$ cat src/rtl/parking_pkg.sv
// Shared definitions for the multi-lane parking counter.
//   lane_state_t  : per-lane gate sequence states
//   N_LANES_DEF   : default number of gate lanes
//   CAPACITY_DEF  : default maximum occupancy
package parking_pkg;

  localparam int N_LANES_DEF  = 2;
  localparam int CAPACITY_DEF = 100;

  // EN_* track a car travelling outer->inner (entry).
  // EX_* track a car travelling inner->outer (exit).
  typedef enum logic [2:0] {
    IDLE,
    EN_A,
    EN_AB,
    EN_B,
    EX_B,
    EX_AB,
    EX_A,
    ABORT
  } lane_state_t;

endpackage

$ cat src/rtl/parking_counter_multi_if.sv
// Sensor/status bundle of the parking counter.
//   a, b              : per-lane outer/inner beam sensors (1 = blocked)
//   enter, exit, abort: per-lane one-cycle event pulses
//   count             : current occupancy
//   full, empty       : occupancy at CAPACITY / at 0
//   over_err/under_err: one-cycle saturation pulses
// master = sensor/monitor side, slave = counter side.
interface parking_counter_multi_if #(
  parameter int N_LANES  = parking_pkg::N_LANES_DEF,
  parameter int CAPACITY = parking_pkg::CAPACITY_DEF
);
  localparam int CW = $clog2(CAPACITY + 1);

  logic [N_LANES-1:0] a;
  logic [N_LANES-1:0] b;
  logic [N_LANES-1:0] enter;
  logic [N_LANES-1:0] exit;
  logic [N_LANES-1:0] abort;
  logic [CW-1:0]      count;
  logic               full;
  logic               empty;
  logic               over_err;
  logic               under_err;

  modport master (
    output a, b,
    input  enter, exit, abort, count, full, empty, over_err, under_err
  );

  modport slave (
    input  a, b,
    output enter, exit, abort, count, full, empty, over_err, under_err
  );
endinterface

$ cat src/rtl/lane_detector.sv
// One gate lane: follows the outer (a) / inner (b) beam sequence and emits
// registered one-cycle pulses for a completed entry, a completed exit, or an
// illegal sequence.
//   clk, reset : clock, synchronous active-high reset
//   a, b       : outer / inner sensor, already synchronous to clk
//   enter      : pulse after the final 00 of an outer->inner passage
//   exit       : pulse after the final 00 of an inner->outer passage
//   abort      : pulse on entry to the ABORT state
module lane_detector
  import parking_pkg::*;
(
  input  logic clk,
  input  logic reset,
  input  logic a,
  input  logic b,
  output logic enter,
  output logic exit,
  output logic abort
);

  lane_state_t state_q, state_d;
  logic        enter_d, exit_d, abort_d;
  logic [1:0]  ab;

  assign ab = {a, b};

  // NOTE: state and pulse registers use non-blocking assignments so every
  // flop samples the pre-edge values of the others.
  always_ff @(posedge clk) begin
    if (reset) begin
      state_q <= IDLE;
      enter   <= 1'b0;
      exit    <= 1'b0;
      abort   <= 1'b0;
    end else begin
      state_q <= state_d;
      enter   <= enter_d;
      exit    <= exit_d;
      abort   <= abort_d;
    end
  end

  // NOTE: every output of this block gets a default first, so no path can
  // leave a value unassigned and infer a latch.
  always_comb begin
    state_d = state_q;
    enter_d = 1'b0;
    exit_d  = 1'b0;
    case (state_q)
      IDLE: case (ab)
        2'b10:   state_d = EN_A;
        2'b01:   state_d = EX_B;
        2'b11:   state_d = ABORT;
        default: state_d = IDLE;
      endcase
      EN_A: case (ab)
        2'b11:   state_d = EN_AB;
        2'b00:   state_d = IDLE;   // car backed out
        2'b01:   state_d = ABORT;
        default: state_d = EN_A;
      endcase
      EN_AB: case (ab)
        2'b01:   state_d = EN_B;
        2'b10:   state_d = EN_A;   // reversal
        2'b00:   state_d = ABORT;
        default: state_d = EN_AB;
      endcase
      EN_B: case (ab)
        2'b11:   state_d = EN_AB;
        2'b00: begin
          state_d = IDLE;
          enter_d = 1'b1;
        end
        2'b10:   state_d = ABORT;
        default: state_d = EN_B;
      endcase
      EX_B: case (ab)
        2'b11:   state_d = EX_AB;
        2'b00:   state_d = IDLE;   // car backed out
        2'b10:   state_d = ABORT;
        default: state_d = EX_B;
      endcase
      EX_AB: case (ab)
        2'b10:   state_d = EX_A;
        2'b01:   state_d = EX_B;   // reversal
        2'b00:   state_d = ABORT;
        default: state_d = EX_AB;
      endcase
      EX_A: case (ab)
        2'b11:   state_d = EX_AB;
        2'b00: begin
          state_d = IDLE;
          exit_d  = 1'b1;
        end
        2'b01:   state_d = ABORT;
        default: state_d = EX_A;
      endcase
      ABORT:   state_d = (ab == 2'b00) ? IDLE : ABORT;
      default: state_d = IDLE;
    endcase
    // Fires only on the transition into ABORT, not while parked there.
    abort_d = (state_d == ABORT) && (state_q != ABORT);
  end

endmodule

$ cat src/rtl/parking_counter_multi.sv
// Multi-lane parking occupancy counter. One lane_detector per gate; the
// per-lane enter/exit pulses are netted each cycle into a saturating count.
//   clk, reset : clock, synchronous active-high reset
//   bus        : sensors in, per-lane pulses, count and status flags out
module parking_counter_multi
  import parking_pkg::*;
#(
  parameter int N_LANES  = N_LANES_DEF,
  parameter int CAPACITY = CAPACITY_DEF
) (
  input  logic                    clk,
  input  logic                    reset,
  parking_counter_multi_if.slave  bus
);

  localparam int CW = $clog2(CAPACITY + 1);
  // Four spare bits hold the signed sum of count and up to 8 lanes each way.
  localparam int RW = CW + 4;
  localparam logic signed [RW-1:0] CAP_S = RW'(CAPACITY);

  logic [N_LANES-1:0]    enter_v, exit_v, abort_v;
  logic [RW-1:0]         n_enter, n_exit;
  logic signed [RW-1:0]  raw;
  logic [CW-1:0]         count_q;
  logic                  over_q, under_q;

  for (genvar i = 0; i < N_LANES; i++) begin : g_lane
    lane_detector u_lane (
      .clk   (clk),
      .reset (reset),
      .a     (bus.a[i]),
      .b     (bus.b[i]),
      .enter (enter_v[i]),
      .exit  (exit_v[i]),
      .abort (abort_v[i])
    );
  end

  // Counter consumes the registered lane pulses, so count moves one edge
  // after the pulse cycle.
  always_comb begin
    n_enter = '0;
    n_exit  = '0;
    for (int i = 0; i < N_LANES; i++) begin
      n_enter = n_enter + RW'(enter_v[i]);
      n_exit  = n_exit  + RW'(exit_v[i]);
    end
    raw = $signed({4'b0000, count_q} + n_enter - n_exit);
  end

  always_ff @(posedge clk) begin
    if (reset) begin
      count_q <= '0;
      over_q  <= 1'b0;
      under_q <= 1'b0;
    end else begin
      over_q  <= 1'b0;
      under_q <= 1'b0;
      if (raw > CAP_S) begin
        count_q <= CW'(CAPACITY);
        over_q  <= 1'b1;
      end else if (raw < 0) begin
        count_q <= '0;
        under_q <= 1'b1;
      end else begin
        count_q <= raw[CW-1:0];
      end
    end
  end

  assign bus.enter     = enter_v;
  assign bus.exit      = exit_v;
  assign bus.abort     = abort_v;
  assign bus.count     = count_q;
  assign bus.full      = (count_q == CW'(CAPACITY));
  assign bus.empty     = (count_q == '0);
  assign bus.over_err  = over_q;
  assign bus.under_err = under_q;

endmodule

$ cat src/flat_wrapper.sv
// flat-port wrapper written by rule: the top's interface ports become plain ports
module parking_counter_multi_flat import parking_pkg::*;
#(
  parameter int N_LANES  = N_LANES_DEF,
  parameter int CAPACITY = CAPACITY_DEF
)
  (clk, reset, bus_a, bus_b, bus_enter, bus_exit, bus_abort, bus_count, bus_full, bus_empty, bus_over_err, bus_under_err);
  parking_counter_multi_if #(.N_LANES(N_LANES), .CAPACITY(CAPACITY)) bus_i ();
  input  logic clk;
  input  logic reset;
  input wire logic [$bits(bus_i.a)-1:0] bus_a;
  input wire logic [$bits(bus_i.b)-1:0] bus_b;
  output wire logic [$bits(bus_i.enter)-1:0] bus_enter;
  output wire logic [$bits(bus_i.exit)-1:0] bus_exit;
  output wire logic [$bits(bus_i.abort)-1:0] bus_abort;
  output wire logic [$bits(bus_i.count)-1:0] bus_count;
  output wire logic [$bits(bus_i.full)-1:0] bus_full;
  output wire logic [$bits(bus_i.empty)-1:0] bus_empty;
  output wire logic [$bits(bus_i.over_err)-1:0] bus_over_err;
  output wire logic [$bits(bus_i.under_err)-1:0] bus_under_err;
  assign bus_i.a = bus_a;
  assign bus_i.b = bus_b;
  assign bus_enter = bus_i.enter;
  assign bus_exit = bus_i.exit;
  assign bus_abort = bus_i.abort;
  assign bus_count = bus_i.count;
  assign bus_full = bus_i.full;
  assign bus_empty = bus_i.empty;
  assign bus_over_err = bus_i.over_err;
  assign bus_under_err = bus_i.under_err;
  parking_counter_multi #(.N_LANES(N_LANES), .CAPACITY(CAPACITY)) u_core (.clk(clk), .reset(reset), .bus(bus_i));
endmodule
$ cat config.mk
export PLATFORM = sky130hd
export DESIGN_NAME = parking_counter_multi_flat
export DESIGN_NICKNAME = d
export VERILOG_FILES = /design/src/rtl/parking_pkg.sv /design/src/rtl/parking_counter_multi_if.sv /design/src/rtl/lane_detector.sv /design/src/rtl/parking_counter_multi.sv /design/src/flat_wrapper.sv
export SDC_FILE = /design/constraint.sdc
export NUM_CORES = 1
export LEC_CHECK = 0
export ABC_AREA = 1
export BUFFER_PORTS_ARGS = -buffer_cell sky130_fd_sc_hd__buf_2
export CELL_PAD_IN_SITES_DETAIL_PLACEMENT = 1
export CELL_PAD_IN_SITES_GLOBAL_PLACEMENT = 2
export CORE_ASPECT_RATIO = 1.2
export CORE_MARGIN = 3
export CORE_UTILIZATION = 26
export CTS_CLUSTER_DIAMETER = 150
export CTS_CLUSTER_SIZE = 24
export DETAILED_ROUTE_END_ITERATION = 16
export PLACE_DENSITY = 0.74
export REMOVE_ABC_BUFFERS = 1
export SLEW_MARGIN = 20
export SYNTH_ARGS = -nofsm -noshare
export SYNTH_HDL_FRONTEND = slang
export SYNTH_SLANG_ARGS = --single-unit
$ cat constraint.sdc
create_clock -name clk -period 3 [get_ports clk]
set_input_delay 0.3 -clock clk [delete_from_list [all_inputs] [get_ports clk]]
set_output_delay 0.3 -clock clk [all_outputs]
set_load 0.01 [all_outputs]
# == After elaboration in Yosys (flattened, before gate mapping) ==
# Index checks and enable logic that the tools add are counted.
# word_totals
in_bits,6
out_inout_bits,17
register_bits,21
elab_cells,84
# classes
bitwise_logic,4
order_cmp,2
n_mux,24
n_addsub,4
n_eq_ne,25
reduce_logical,13
# ops
operator,n
3-bit one-hot mux with 3 select lines,12
3-bit one-hot mux with 8 select lines,2
3-bit == test (second input constant),10
7-bit two-way mux,2
3-bit by 2-bit == test with 1-bit output (second input constant),4
2-bit one-hot mux with 3 select lines,2
7-bit by 11-bit adder with 11-bit output,1
11-bit by 8-bit > comparator with 1-bit output (second input constant),1
11-bit by 1-bit less-than comparator with 1-bit output (second input constant),1
11-bit by 2-bit subtractor with 11-bit output,1
2-bit OR reduction,5
2-bit == test (second input constant),4
7-bit == test (second input constant),1
7-bit zero test,1
3-bit by 1-bit == test with 1-bit output (second input constant),2
3-bit zero test,2
3-bit two-way mux,2
3-bit inequality test (second input constant),2
1-bit by 1-bit adder with 2-bit output,2
2-bit by 1-bit == test with 1-bit output (second input constant),2
2-bit zero test,2
1-bit two-way mux,4
1-bit NOT,4
3-bit OR reduction,1
1-bit logical AND,2

# == Logic depth before layout (Yosys ltp) ==
# depth
depth_word,6
mapped_depth,17
mapped_depth_nobuf,17

# == Modules after synthesis ==
# From an unflattened synthesis, not the netlist that was laid out.
# hier_totals
hier_cells,286
area_unflattened_um2,2052.0
# modules_own_cells
mod,area_each_um2,cells_per_inst,n_inst
lane_detector,586.8,85,2
parking_counter_multi,878.3,116,1

# == Worst setup path before layout ==
# OpenSTA, ideal clock, no wires.
# synth_path
kind,flip-flop to flip-flop
startpoint,register u_core.g_lane[1].u_lane.enter
endpoint,register u_core.count_q[2] (netlist: u_core.bus.count[2])
n_path_buf,0
stages_incl_launch_ff,17
arrival_ns,2.758
path_slack_ns,0.133
path_cell_list,dfxtp_1 ha_1 fa_1 inv_1 fa_1 nor2_2 fa_1 nand2_1 nand2_1 nand2_1 nand2_1 nand2_1 nand3_1 nand3_2 nand3_1 nand2_1 inv_1
# synth_via
elab_chain_cells,6
word_cells_on_any_way,7
classes_between,3 x add/sub; 2 x order compare; 2 x mux
# synth_lines
item,line_no,rtl
start: declaration,lane_detector.sv:16,"output logic enter,"
start signal: assignment,lane_detector.sv:37,enter <= enter_d;
1-bit by 1-bit adder with 2-bit output *,parking_counter_multi.sv:45,n_enter = n_enter + RW'(enter_v[i]);
7-bit by 11-bit adder with 11-bit output *,parking_counter_multi.sv:48,"raw = $signed({4'b0000, count_q} + n_enter - n_exit);"
11-bit by 2-bit subtractor with 11-bit output *,parking_counter_multi.sv:48,
11-bit by 1-bit less-than comparator with 1-bit output,parking_counter_multi.sv:62,end else if (raw < 0) begin
7-bit two-way mux,parking_counter_multi.sv:62,
7-bit two-way mux *,parking_counter_multi.sv:59,if (raw > CAP_S) begin
end signal: assignment,parking_counter_multi.sv:60,count_q <= CW'(CAPACITY);
end signal: assignment,parking_counter_multi.sv:66,count_q <= raw[CW-1:0];
end: declaration,parking_counter_multi.sv:24,logic [CW-1:0] count_q;
# Mark *: on every way between the ends. The rest lies on a longest branch, timed or not.
# A chain may end at the register's enable or synchronous reset.

# == Worst setup path after layout ==
# layout_path
startpoint,register u_core.g_lane[0].u_lane.enter
endpoint,register u_core.count_q[0] (netlist: u_core.bus.count[0])
# layout_via
elab_chain_cells,5
word_cells_on_any_way,6
classes_between,3 x add/sub; 2 x order compare; 1 x reduce/logical
# layout_lines
item,line_no
start: declaration,lane_detector.sv:16
start signal: assignment,lane_detector.sv:37
1-bit by 1-bit adder with 2-bit output *,parking_counter_multi.sv:45
7-bit by 11-bit adder with 11-bit output *,parking_counter_multi.sv:48
11-bit by 2-bit subtractor with 11-bit output *,parking_counter_multi.sv:48
11-bit by 1-bit less-than comparator with 1-bit output or 11-bit by 8-bit > comparator with 1-bit output (tied branches),"parking_counter_multi.sv:62, parking_counter_multi.sv:59"
3-bit OR reduction (no source line),n/a
# Marked as above.

==> metrics <==
Finished Cell Area=2150 um^2; Starting Density=0.270; hold depth=2; I/O pin cnt=23; Leak=between 1 and 1.5 nW; Multi-input gate area=1270 um^2; Peak VDD IR=0.000346 V; ys async rst share=0; CP Class=reg -> reg; total wire length=4660 um; Die Wd=83.5 um; Overall Power=2.11 mW; TritonCTS Sinks=21; initial antenna violation count=0; CTS Buf Count=3; critical path arrival=3.10 ns; reg2reg start=u_core.g_lane[0].u_lane.enter$_SDFF_PP0_; synthesized flop and latch total=21; Max Root-Sink Buffers=2; IO buf count=22; Yosys top cell by area=dfxtp_1; combinational power share=0.686; startpoint types=flip-flop; Wirelength per Cell=12.6 um; outcome=completed; Fillers=about 900; TritonRoute pass-1 iters=4; synthesized area=1870 um^2; worst hold path class=in -> reg; # setup viols final=0; Place WS=-0.0682 ns; fin. max-slew vios=0; post-synthesis cell type count=34; layout cells sized above 1=0.261; clock network fraction of design power=0.088; Max Cap Viol=0; most frequent cells in the layout=inv_1 (37), nand2_1 (33), nor2_1 (31); EDFF count, synth=0; worst path setup slack after routing=0.0446 ns; register area=423 um^2; P_int=around 970 uW; first-pass GRT wire length=7960 um; Crit. End Element=flip-flop; clk_lat worst skew=0.26 ns; remaining antenna violation count after routing=0; GRT overflow=0; Worst R2R Setup Slack=0.04 ns; largest cells by area after synthesis=dfxtp_1 (22%), ha_1 (17%), nand2_1 (8.0%); number of hold buffers added after CTS=0; synthesized area per cell=between 7 and 8 um^2; yosys warns=0; FF-to-FF path depth=14; Die Height=99.0 um; Tot GR Track Use=0.114; Seq pwr share=0.226; setup TNS=0 ns; f_max=338 MHz; Vias/cell=4.59; DR iter-0 viols=30; hold_sp=reset; CP required=3.14 ns; Core Area=~7000 um^2; nets=320; CTS Root Buffer Type=clkbuf_8; Detail Placement HPWL=around 3900 um; Final Cycle Share=0.985; Slew HR=0.737; diode count=0; TritonCTS clock tree=yes; RSZ-0062 raised after global routing=yes; CP endpoint=u_core.bus.count[0]$_SDFF_PP0_; skew final=0.00695 ns; Row Count=33; Sw Share=0.538; switching pwr=1.14 mW; number of global-route vias before repair=1827; CTS H-Tree Depth=1; Final GP Congestion=around 0.74; critical path startpoint=u_core.g_lane[0].u_lane.enter$_SDFF_PP0_; via count=1704; Post-Synthesis Cells=265; clock period minus final worst setup slack=2.96 ns; largest net degree at the start of global routing=13; Worst Tran Pin Value=0.395 ns; DRC viols=0; Worst-path clk slew=0.08 ns; Fin. Hold Viols=0; Die Area=between 8000 and 9000 um^2; RR Endpoint=u_core.bus.count[0]$_SDFF_PP0_; ys flop type=dfxtp_1; CP max FO=4; most common cell after layout, fill and taps aside=inv_1; top cell type's share of synthesized area=0.224; power per cell area=984 nW/um^2; Synth-to-Final Area Change=14.5%; register area share after synthesis=0.224; instance area after placement=about 2000 um^2
[state kept, by name, indices dropped and copies added, names as in the netlist]
signal / flops
u_core.bus.count: 7
u_core.bus.over_err: 1
u_core.bus.under_err: 1
u_core.g_lane.u_lane.abort: 2
u_core.g_lane.u_lane.enter: 2
u_core.g_lane.u_lane.exit: 2
u_core.g_lane.u_lane.state_q: 6
[timing repair]
action                     in CTS  in global routing
resized for setup               1                 16
pin swaps                       1                  5
hold endpoints to repair        0                  0
setup endpoints to repair       6                  8
buffers inserted                1                  2
[final cells by class]
cell class                 instances  share of cell area
timing repair buffer              25              0.0618
multi-input combinational        189               0.590
inverter                          45              0.0787
clock buffer                       3              0.0192
tap                               87              0.0507
sequential                        21               0.197
clock inverter                     1             0.00233
[worst max-delay path, stage by stage (launching register included)]
cell and delay (ns):
dfxtp_2 0.34, ha_4 0.23, fa_1 0.55, inv_2 0.05
fa_1 0.52, nor2_2 0.06, fa_2 0.35, nand2_2 0.08
nand2_2 0.07, nand3_2 0.08, nand3_1 0.12, nand2_2 0.12
nand3_4 0.10, nand3_4 0.13, nor2_2 0.04
[metal layers]
metal	track usage	wire length [um]	up-vias
met2	0.221	2530	16
met3	0.0109	86	4
met1	0.132	2000	802
met5	0	0	-
li1	-	-	882
met4	0.0297	44	0
[Yosys cell counts (2+ instances only)]
cell type,number
nand2_1,40
inv_1,39
nor2_1,32
ha_1,26
nand3_1,24
dfxtp_1,21
nor2_2,9
nor3_1,8
o21ai_0,8
nand4_1,7
a21oi_1,6
buf_4,6
inv_2,6
nand3_2,5
fa_1,3
nand2_2,3
o22ai_1,3
buf_2,2
o21a_1,2
[worst min path at each step]
stage	to	slack (ns)
after global placement	u_core.bus.count[0]$_SDFF_PP0_	0.62
final	u_core.g_lane[0].u_lane.state_q[1]$_SDFF_PP0_	0.39
after floorplan	u_core.g_lane[1].u_lane.state_q[1]$_SDFF_PP0_	0.37
after detailed placement	u_core.bus.count[0]$_SDFF_PP0_	0.62
after global routing	u_core.g_lane[0].u_lane.state_q[1]$_SDFF_PP0_	0.40
after CTS	u_core.g_lane[0].u_lane.state_q[1]$_SDFF_PP0_	0.39
[kinds of logic after synthesis]
group,Yosys count,synth area share
and+or+nand+nor,135,0.362
buffers and inverters,55,0.128
adders and majority gates,29,0.206
AOI/OAI and AO/OA,23,0.0701
DFF,21,0.224
xor gates and xnor gates,2,0.00935
[per-stage QoR]
step	hold WS, ns	std cells	util
2_1_floorplan	0.372	255	-
3_3_place_gp	0.620	364	0.291
3_5_place_dp	0.624	364	0.291
4_1_cts	0.387	369	0.300
5_1_grt	0.396	371	0.309
6_report	0.390	371	0.309
[power groups by stage]
stage	clock network [mW]	logic, mW	registers (mW)
floorplan	0	1.03	0.469
global placement	0	1.33	0.484
detailed placement	0	1.35	0.483
CTS	0.195	1.36	0.477
global route	0.212	1.65	0.495
finish	0.186	1.45	0.478
Note: power is estimated with default switching activity, not from simulation.
